## config.mk

```make
export PLATFORM = sky130hd
export DESIGN_NAME = lcd_spi_byte_tx
export DESIGN_NICKNAME = d
export VERILOG_FILES = /design/src/rtl/lcd_spi_byte_tx.sv
export SDC_FILE = /design/constraint.sdc
export NUM_CORES = 1
export LEC_CHECK = 0
export BUFFER_PORTS_ARGS = -buffer_cell sky130_fd_sc_hd__buf_4
export CORE_ASPECT_RATIO = 1.4
export CORE_MARGIN = 4
export CORE_UTILIZATION = 45
export DETAILED_ROUTE_END_ITERATION = 7
export PLACE_DENSITY_LB_ADDON = 0.1
export SYNTH_ARGS = -nofsm -noshare
export SYNTH_HDL_FRONTEND = slang
export SYNTH_SLANG_ARGS = --single-unit
export TNS_END_PERCENT = 30
```

## constraint.sdc

```tcl
create_clock -name clk -period 3 [get_ports clk]
set_input_delay 0.15 -clock clk [delete_from_list [all_inputs] [get_ports clk]]
set_output_delay 0.15 -clock clk [all_outputs]
set_load 0.005 [all_outputs]
```

## src/rtl/lcd_spi_byte_tx.sv

```systemverilog
// ---------------------------------------------------------------------------
// lcd_spi_byte_tx
//
// Physical-layer stage that sits between the electric-piano LCD controller
// and an ST7789-class panel. It sequences the panel hardware reset, then
// accepts command/data bytes over a valid/ready handshake and shifts each one
// out MSB-first on a 4-wire SPI bus (mode 0: SCLK idles low, data is sampled
// by the panel on the rising edge).
//
// Ports:
//   clk          in   system clock (50 MHz)
//   rst_n        in   asynchronous, active-low reset
//   in_valid     in   a byte is offered
//   in_data[7:0] in   byte to send
//   in_dc        in   0 = command, 1 = data; captured together with in_data
//   in_ready     out  a byte offered this cycle will be taken
//   hw_reset_req in   one-cycle request to rerun the panel reset sequence
//   init_done    out  reset sequence finished, bus usable
//   lcd_sclk     out  SPI clock, idle low
//   lcd_mosi     out  SPI data
//   lcd_cs       out  chip select, active low
//   lcd_dc       out  data/command select
//   lcd_rst      out  panel reset, active low
//
// Every output is driven straight from a flop.
// ---------------------------------------------------------------------------
module lcd_spi_byte_tx #(
    parameter int CLK_DIV      = 2,
    parameter int RST_LOW_CYC  = 500000,
    parameter int RST_WAIT_CYC = 6000000
) (
    input  logic       clk,
    input  logic       rst_n,
    input  logic       in_valid,
    input  logic [7:0] in_data,
    input  logic       in_dc,
    output logic       in_ready,
    input  logic       hw_reset_req,
    output logic       init_done,
    output logic       lcd_sclk,
    output logic       lcd_mosi,
    output logic       lcd_cs,
    output logic       lcd_dc,
    output logic       lcd_rst
);

    typedef enum logic [2:0] {
        RST_LOW,
        RST_WAIT,
        IDLE,
        SETUP,
        SHIFT_HI,
        SHIFT_LO,
        HOLD
    } state_t;

    // Terminal counts: every timed phase runs its counter from 0 up to these.
    localparam logic [31:0] DIV_LAST      = 32'(CLK_DIV - 1);
    localparam logic [31:0] RST_LOW_LAST  = 32'(RST_LOW_CYC - 1);
    localparam logic [31:0] RST_WAIT_LAST = 32'(RST_WAIT_CYC - 1);

    state_t      state_q;
    logic [31:0] cnt_q;
    logic [2:0]  bit_cnt_q;
    logic [6:0]  shift_q;
    logic        pending_q;
    logic        in_ready_q;
    logic        init_done_q;
    logic        sclk_q;
    logic        mosi_q;
    logic        cs_q;
    logic        dc_q;
    logic        rst_q;

    logic        accept_d;
    logic        phase_done_d;
    logic        pend_now_d;
    logic        busy_d;
    logic [31:0] cnt_inc_d;

    // in_ready_q is only ever high in IDLE or HOLD, so a handshake can only
    // occur in those two states.
    assign accept_d     = in_valid & in_ready_q;
    assign phase_done_d = (cnt_q == DIV_LAST);
    // A reset request arriving this very cycle must be honoured just like one
    // that was already pending.
    assign pend_now_d   = pending_q | hw_reset_req;
    assign busy_d       = (state_q == SETUP) || (state_q == SHIFT_HI) ||
                          (state_q == SHIFT_LO) || (state_q == HOLD);
    assign cnt_inc_d    = cnt_q + 32'd1;

    // Whole controller in one sequential block. Outputs are registered
    // alongside the state so each output changes on the same edge as the
    // state transition that implies it. The byte register holds only the
    // seven bits still to be shifted; bit 7 goes straight onto MOSI at accept.
    always_ff @(posedge clk or negedge rst_n) begin
        if (!rst_n) begin
            state_q     <= RST_LOW;
            cnt_q       <= '0;
            bit_cnt_q   <= '0;
            shift_q     <= '0;
            pending_q   <= 1'b0;
            in_ready_q  <= 1'b0;
            init_done_q <= 1'b0;
            sclk_q      <= 1'b0;
            mosi_q      <= 1'b0;
            cs_q        <= 1'b1;
            dc_q        <= 1'b0;
            rst_q       <= 1'b0;
        end else if (accept_d) begin
            // Accept from IDLE or HOLD; from HOLD cs is already low so the
            // new byte continues the same CS frame.
            state_q    <= SETUP;
            cnt_q      <= '0;
            bit_cnt_q  <= '0;
            shift_q    <= in_data[6:0];
            mosi_q     <= in_data[7];
            dc_q       <= in_dc;
            cs_q       <= 1'b0;
            sclk_q     <= 1'b0;
            in_ready_q <= 1'b0;
            if (hw_reset_req) begin
                pending_q <= 1'b1;
            end
        end else begin
            if (hw_reset_req && busy_d) begin
                pending_q <= 1'b1;
            end
            case (state_q)
                RST_LOW: begin
                    if (cnt_q == RST_LOW_LAST) begin
                        state_q <= RST_WAIT;
                        cnt_q   <= '0;
                        rst_q   <= 1'b1;
                    end else begin
                        cnt_q <= cnt_inc_d;
                    end
                end
                RST_WAIT: begin
                    if (cnt_q == RST_WAIT_LAST) begin
                        state_q     <= IDLE;
                        cnt_q       <= '0;
                        init_done_q <= 1'b1;
                        in_ready_q  <= 1'b1;
                    end else begin
                        cnt_q <= cnt_inc_d;
                    end
                end
                IDLE: begin
                    if (pend_now_d) begin
                        state_q     <= RST_LOW;
                        cnt_q       <= '0;
                        rst_q       <= 1'b0;
                        init_done_q <= 1'b0;
                        in_ready_q  <= 1'b0;
                        pending_q   <= 1'b0;
                    end
                end
                SETUP: begin
                    if (phase_done_d) begin
                        state_q <= SHIFT_HI;
                        cnt_q   <= '0;
                        sclk_q  <= 1'b1;
                    end else begin
                        cnt_q <= cnt_inc_d;
                    end
                end
                SHIFT_HI: begin
                    if (phase_done_d) begin
                        cnt_q  <= '0;
                        sclk_q <= 1'b0;
                        if (bit_cnt_q == 3'd7) begin
                            state_q    <= HOLD;
                            in_ready_q <= !pend_now_d;
                        end else begin
                            // Next bit appears on the same edge SCLK falls.
                            state_q   <= SHIFT_LO;
                            mosi_q    <= shift_q[6];
                            shift_q   <= {shift_q[5:0], 1'b0};
                            bit_cnt_q <= bit_cnt_q + 3'd1;
                        end
                    end else begin
                        cnt_q <= cnt_inc_d;
                    end
                end
                SHIFT_LO: begin
                    if (phase_done_d) begin
                        state_q <= SHIFT_HI;
                        cnt_q   <= '0;
                        sclk_q  <= 1'b1;
                    end else begin
                        cnt_q <= cnt_inc_d;
                    end
                end
                HOLD: begin
                    if (hw_reset_req) begin
                        in_ready_q <= 1'b0;
                    end
                    if (phase_done_d) begin
                        // Frame ends; a pending reset drops init_done now and
                        // IDLE launches the reset on the next edge.
                        state_q    <= IDLE;
                        cnt_q      <= '0;
                        cs_q       <= 1'b1;
                        in_ready_q <= !pend_now_d;
                        if (pend_now_d) begin
                            init_done_q <= 1'b0;
                        end
                    end else begin
                        cnt_q <= cnt_inc_d;
                    end
                end
                default: begin
                    state_q     <= RST_LOW;
                    cnt_q       <= '0;
                    rst_q       <= 1'b0;
                    cs_q        <= 1'b1;
                    sclk_q      <= 1'b0;
                    in_ready_q  <= 1'b0;
                    init_done_q <= 1'b0;
                end
            endcase
        end
    end

    assign in_ready  = in_ready_q;
    assign init_done = init_done_q;
    assign lcd_sclk  = sclk_q;
    assign lcd_mosi  = mosi_q;
    assign lcd_cs    = cs_q;
    assign lcd_dc    = dc_q;
    assign lcd_rst   = rst_q;

endmodule

```

# Word level (Yosys, flattened, before mapping)
# Cells that the tools add are included.
# op_classes
n_addsub,2
n_eq_ne,27
muxes,51
bitwise_logic,5
n_reduce_logical,22
# op_table
cell,count
two-way mux 32 bit,5
one-hot mux 32 bit (4 select lines),1
two-way mux 3 bit,11
adder 32 x 1 -> 32 bit (second input constant),1
== test 32 x 1 -> 1 bit (second input constant),1
== test 32 x 19 -> 1 bit (second input constant),1
== test 32 x 23 -> 1 bit (second input constant),1
two-way mux 7 bit,4
two-way mux 1 bit,23
one-hot mux 3 bit (6 select lines),1
inequality test 3 bit (second input constant),5
== test 3 bit (second input constant),4
inequality test 2 bit (second input constant),6
AND reduction 6 bit,2
OR reduction 4 bit,3
AND reduction 4 bit,2
== test 3 x 2 -> 1 bit (second input constant),2
inequality test 2 x 1 -> 1 bit (second input constant),3
one-hot mux 1 bit (3 select lines),2
AND reduction 3 bit,2
OR reduction 6 bit,1
one-hot mux 1 bit (5 select lines),1
OR reduction 5 bit,1
inequality test 4 bit (second input constant),1
other kinds (18),23
# totals
ff_bits,53

# Longest topological paths before layout
# depth
word_depth,9
mapped_depth,11
depth_no_buf,9

# Least setup slack after synthesis
# Ideal clock, no wire load.
# synth_timing
path_type,register -> register
from,register cnt_q[22]
to,register shift_q[1]
setup_ps,135
arrival_ps,2220
slack_ps,645
path_stages_with_launch,8
path_buffers,1
period_less_slack_ps,2355
path_cell_list,dfrtp_1 -> or4_1 -> nor4_4 -> nand3_2 -> or4_4 -> buf_6 -> mux2i_1 -> o21ai_0
# synth_between
elab_chain_len,3
# synth_rtl
item,line,rtl
from (decl),63,logic [31:0] cnt_q;
from (signal assigned),136,cnt_q <= cnt_inc_d;
from (signal assigned),146,cnt_q <= cnt_inc_d;
from (signal assigned),165,cnt_q <= cnt_inc_d;
== test 32 x 1 -> 1 bit,84,assign phase_done_d = (cnt_q == DIV_LAST);
nonzero test 2 bit (no source line),--,
AND reduction 3 bit (no source line),--,
to (signal assigned),116,shift_q <= in_data[6:0];
to (signal assigned),179,"shift_q <= {shift_q[5:0], 1'b0};"
to (decl),65,logic [6:0] shift_q;
# No other way between the ends.
# A chain may end at the register's enable or synchronous reset.

# Worst setup path in the final report
# layout_timing
from,register cnt_q[22]
to,register cnt_q[9]
# layout_between
elab_chain_len,4
elab_cells_between_ends,8
classes_between,eq/ne: 3; mux: 5
# layout_rtl
item,line,rtl
"== test 32 x 1 -> 1 bit, or another cell as far along",84,
"two-way mux 32 bit, on equally long branches",--,
one-hot mux 32 bit (4 select lines) *,129,case (state_q)
two-way mux 32 bit *,110,end else if (accept_d) begin
# Every way passes the cells marked *; elsewhere a longest branch is shown, timed or not.

==> flow_summary.json <==
{
  "status": "finished, final reports clean",
  "cts_setup_buffers": 0,
  "antenna_found_initial": 0,
  "maxCapViolCount": 0,
  "synthArstFlopShare": 1.00,
  "cts-root-buf": "clkbuf_8",
  "setup_viol": 0,
  "grt_pass1_vias": 2743,
  "wl_per_cell_um": 15.8,
  "routed_wirelength_mm": 7.45,
  "chipHeight_um": 107,
  "syn_area_per_cell_um2": 8.70,
  "power_density_mw_per_mm2": 337,
  "fin_cells": 471,
  "yosys.area.top_type": "dfrtp_1",
  "fill_cells": 639,
  "io_buffer_count": 19,
  "worstPathArrival_ps": 2830,
  "utilization": 0.521,
  "finalMaxSlewViolations": 0,
  "setup_slack_ps": 363,
  "place_inst": 462,
  "synth_cells": 359,
  "initial_core_util": 0.469,
  "seq_area_frac_synth": 0.425,
  "ios": 20,
  "htreeDepth": 2,
  "critPathKind": "reg -> reg",
  "critPathLaunchType": "flip-flop",
  "synthFlopType": "dfrtp_1",
  "cts_buffer_depth": 2,
  "cts_tree": "built",
  "whs_path_depth": 3,
  "rows": 35,
  "crit_chain": "or4_1 -> nor4_4 -> nand3_2 -> o311a_1 -> o211a_2 -> a41oi_1 -> a31oi_1",
  "slowest_stage": "or4_1",
  "synth_cell_types": 58,
  "period_minus_slack_ps": 2640,
  "grt_start_max_net_pins": 54,
  "ctsHoldBuffers": 1,
  "drc": 0,
  "ys_warn_count": 0,
  "grt_first_pass_wirelength_mm": 13.0,
  "syn_to_final_growth_pct": 11.1,
  "core_mm2": 0.00666,
  "die_area_mm2": 0.00835,
  "vias": 2743,
  "finClkSkew_ps": 6.82,
  "fp.dieW_um": 78.4,
  "clock_sinks": 53,
  "totalNegativeSetupSlack_ps": 0,
  "viasPerCell": 5.82,
  "synth_enable_flop_cells": 0,
  "first_pass_iters": 4,
  "pre_cts_ws_ps": 366,
  "worst_pin_slew_ps": 709,
  "ys_top_cells_by_area": "dfrtp_1, a21oi_1, nand2_1",
  "drive_above_1_share": 0.127,
  "hold_violations": 0,
  "cts.clk_slew.worst_paths_ps": 100,
  "crit_path_max_incr_delay_ps": 590,
  "syn_area_mm2": 0.00312,
  "drt_iter0_drc": 182,
  "ir_drop_mv": 0.190,
  "ctsResizeCount": 0,
  "synth-seq-cells": 53,
  "period_share": 0.879,
  "required_ps": 3200,
  "cts-buffers-inserted": 5,
  "hpwlAfterDp_mm": 5.23,
  "syn-num-nets": 376,
  "synth_top_cell_area_share": 0.417,
  "endpoint_kind": "flip-flop",
  "total_power_mw": 1.17,
  "cp_max_fo": 33,
  "multi_input_area_mm2": 0.00164,
  "hp-class": "in -> reg",
  "clkLatencyLatePin_ps": 310,
  "gp_congestion": 0.829,
  "grt-ovfl-total": 0,
  "seq_area_mm2": 0.00133,
  "grtUsageTotal": 0.192,
  "p_leak_nw": 1.52,
  "max_freq_mhz": 379,
  "n_antenna_cell": 0,
  "rsz0062_at_grt": "no",
  "nNetsFinal": 395,
  "max_slew_margin": 0.527,
  "reg2regPathDepth": 7,
  "drtAntennaViolNets": 0
}
==> cells by family after synthesis <==
logic type,share of synthesized area
mux,0.0417
buf+inv,0.0501
compound gates,0.203
fa+ha+maj,0.0160
flops,0.425
simple gates,0.255
xor+xnor,0.00842
==> area by class of cell <==
cell class | instances | area share
Clock buffer | 5 | 0.0198
Clock inverter | 3 | 0.00613
Inverter | 15 | 0.0162
Multi-Input combinational cell | 271 | 0.472
Sequential cell | 53 | 0.383
Tap cell | 92 | 0.0332
Timing Repair Buffer | 32 | 0.0700
==> flip-flops by register name, summed over array words and instances (netlist names) <==
signal and count:
bit_cnt_q 3, cnt_q 32, in_ready 1, init_done 1, lcd_cs 1, lcd_dc 1, lcd_mosi 1, lcd_rst 1
lcd_sclk 1, pending_q 1, shift_q 7, state_q 3
==> per-stage QoR <==
step / area, um2 / hold slack, ps
CTS: 3470 / 15.9
floorplan: 3120 / -146
detailed placement: 3370 / 245
global route: 3470 / 21.1
global placement: 3370 / 238
finish: 3470 / 23.0
==> synthesized netlist by cell type, types with 3 or more instances <==
library cell,count
a21o_1,6
o21ai_0,26
a21oi_1,30
clkbuf_1,11
nor3_1,10
and3_1,10
o21ai_1,8
inv_1,15
a31oi_1,7
a22o_1,5
o22ai_1,3
and2_1,3
nand3_1,23
or3_1,8
nand2b_1,3
nor4_1,8
buf_2,4
nand4_1,4
nor2_1,19
and4_1,5
nor2b_1,4
nand2_1,37
dfrtp_1,52
mux2i_1,13
ha_1,4
==> routing by layer <==
| layer | vias to the layer above | track usage | part of all wire |
|---|---|---|---|
| met2 | 56 | 0.341 | 0.52 |
| met5 | - | 0 | 0 |
| met4 | 0 | 0.0813 | 0.025 |
| met3 | 17 | 0.0220 | 0.033 |
| li1 | 1358 | - | - |
| met1 | 1312 | 0.231 | 0.42 |
==> where the power goes <==
group,switching [mW],internal (mW)
Combinational,0.0162,0.0108
Clock,0.261,0.167
Sequential,0.0000000000000000433,0.714
==> cells in the final DEF (no fill, tap or decap), drive strengths merged, types with 2 or more instances in the layout <==
cell,netlist,routed
a21o,6,6
clkbuf,12,5
and3,10,10
or4,2,2
nand2,37,37
mux2i,13,13
nand4,4,4
nand3,24,24
a22o,5,5
o211ai,2,2
dfrtp,52,52
and4,5,5
nor2,19,19
nor4,10,10
a21oi,30,30
ha,4,4
o21ai,34,34
buf,8,31
a41oi,2,2
a22oi,2,2
nor3,10,10
nor3b,2,2
a2111oi,2,2
and2,3,3
inv,15,16
nor2b,4,4
nand2b,3,3
xor2,2,2
a31oi,7,7
or3,8,8
o21bai,2,2
o21a,2,2
o22ai,3,3
==> critical path: cells and delay by family, from the launching register on <==
kind	cells	cell delay, ps
AND/OR/NAND/NOR	3	1030
flip-flops	1	450
AO/OA/AOI/OAI	4	1050
==> final timing paths <==
kind	startpoint	endpoint	slack, ps
min in group asynchronous	rst_n	pending_q	410
setup reg to reg	cnt_q[22]	cnt_q[9]	360
setup / recovery	cnt_q[22]	cnt_q[9]	360
hold / removal	in_data[0]	shift_q[0]	20
max in group asynchronous	rst_n	bit_cnt_q[0]	2130
hold reg to reg	lcd_dc	lcd_dc	490
No activity file was read; power rests on OpenSTA's default activity.
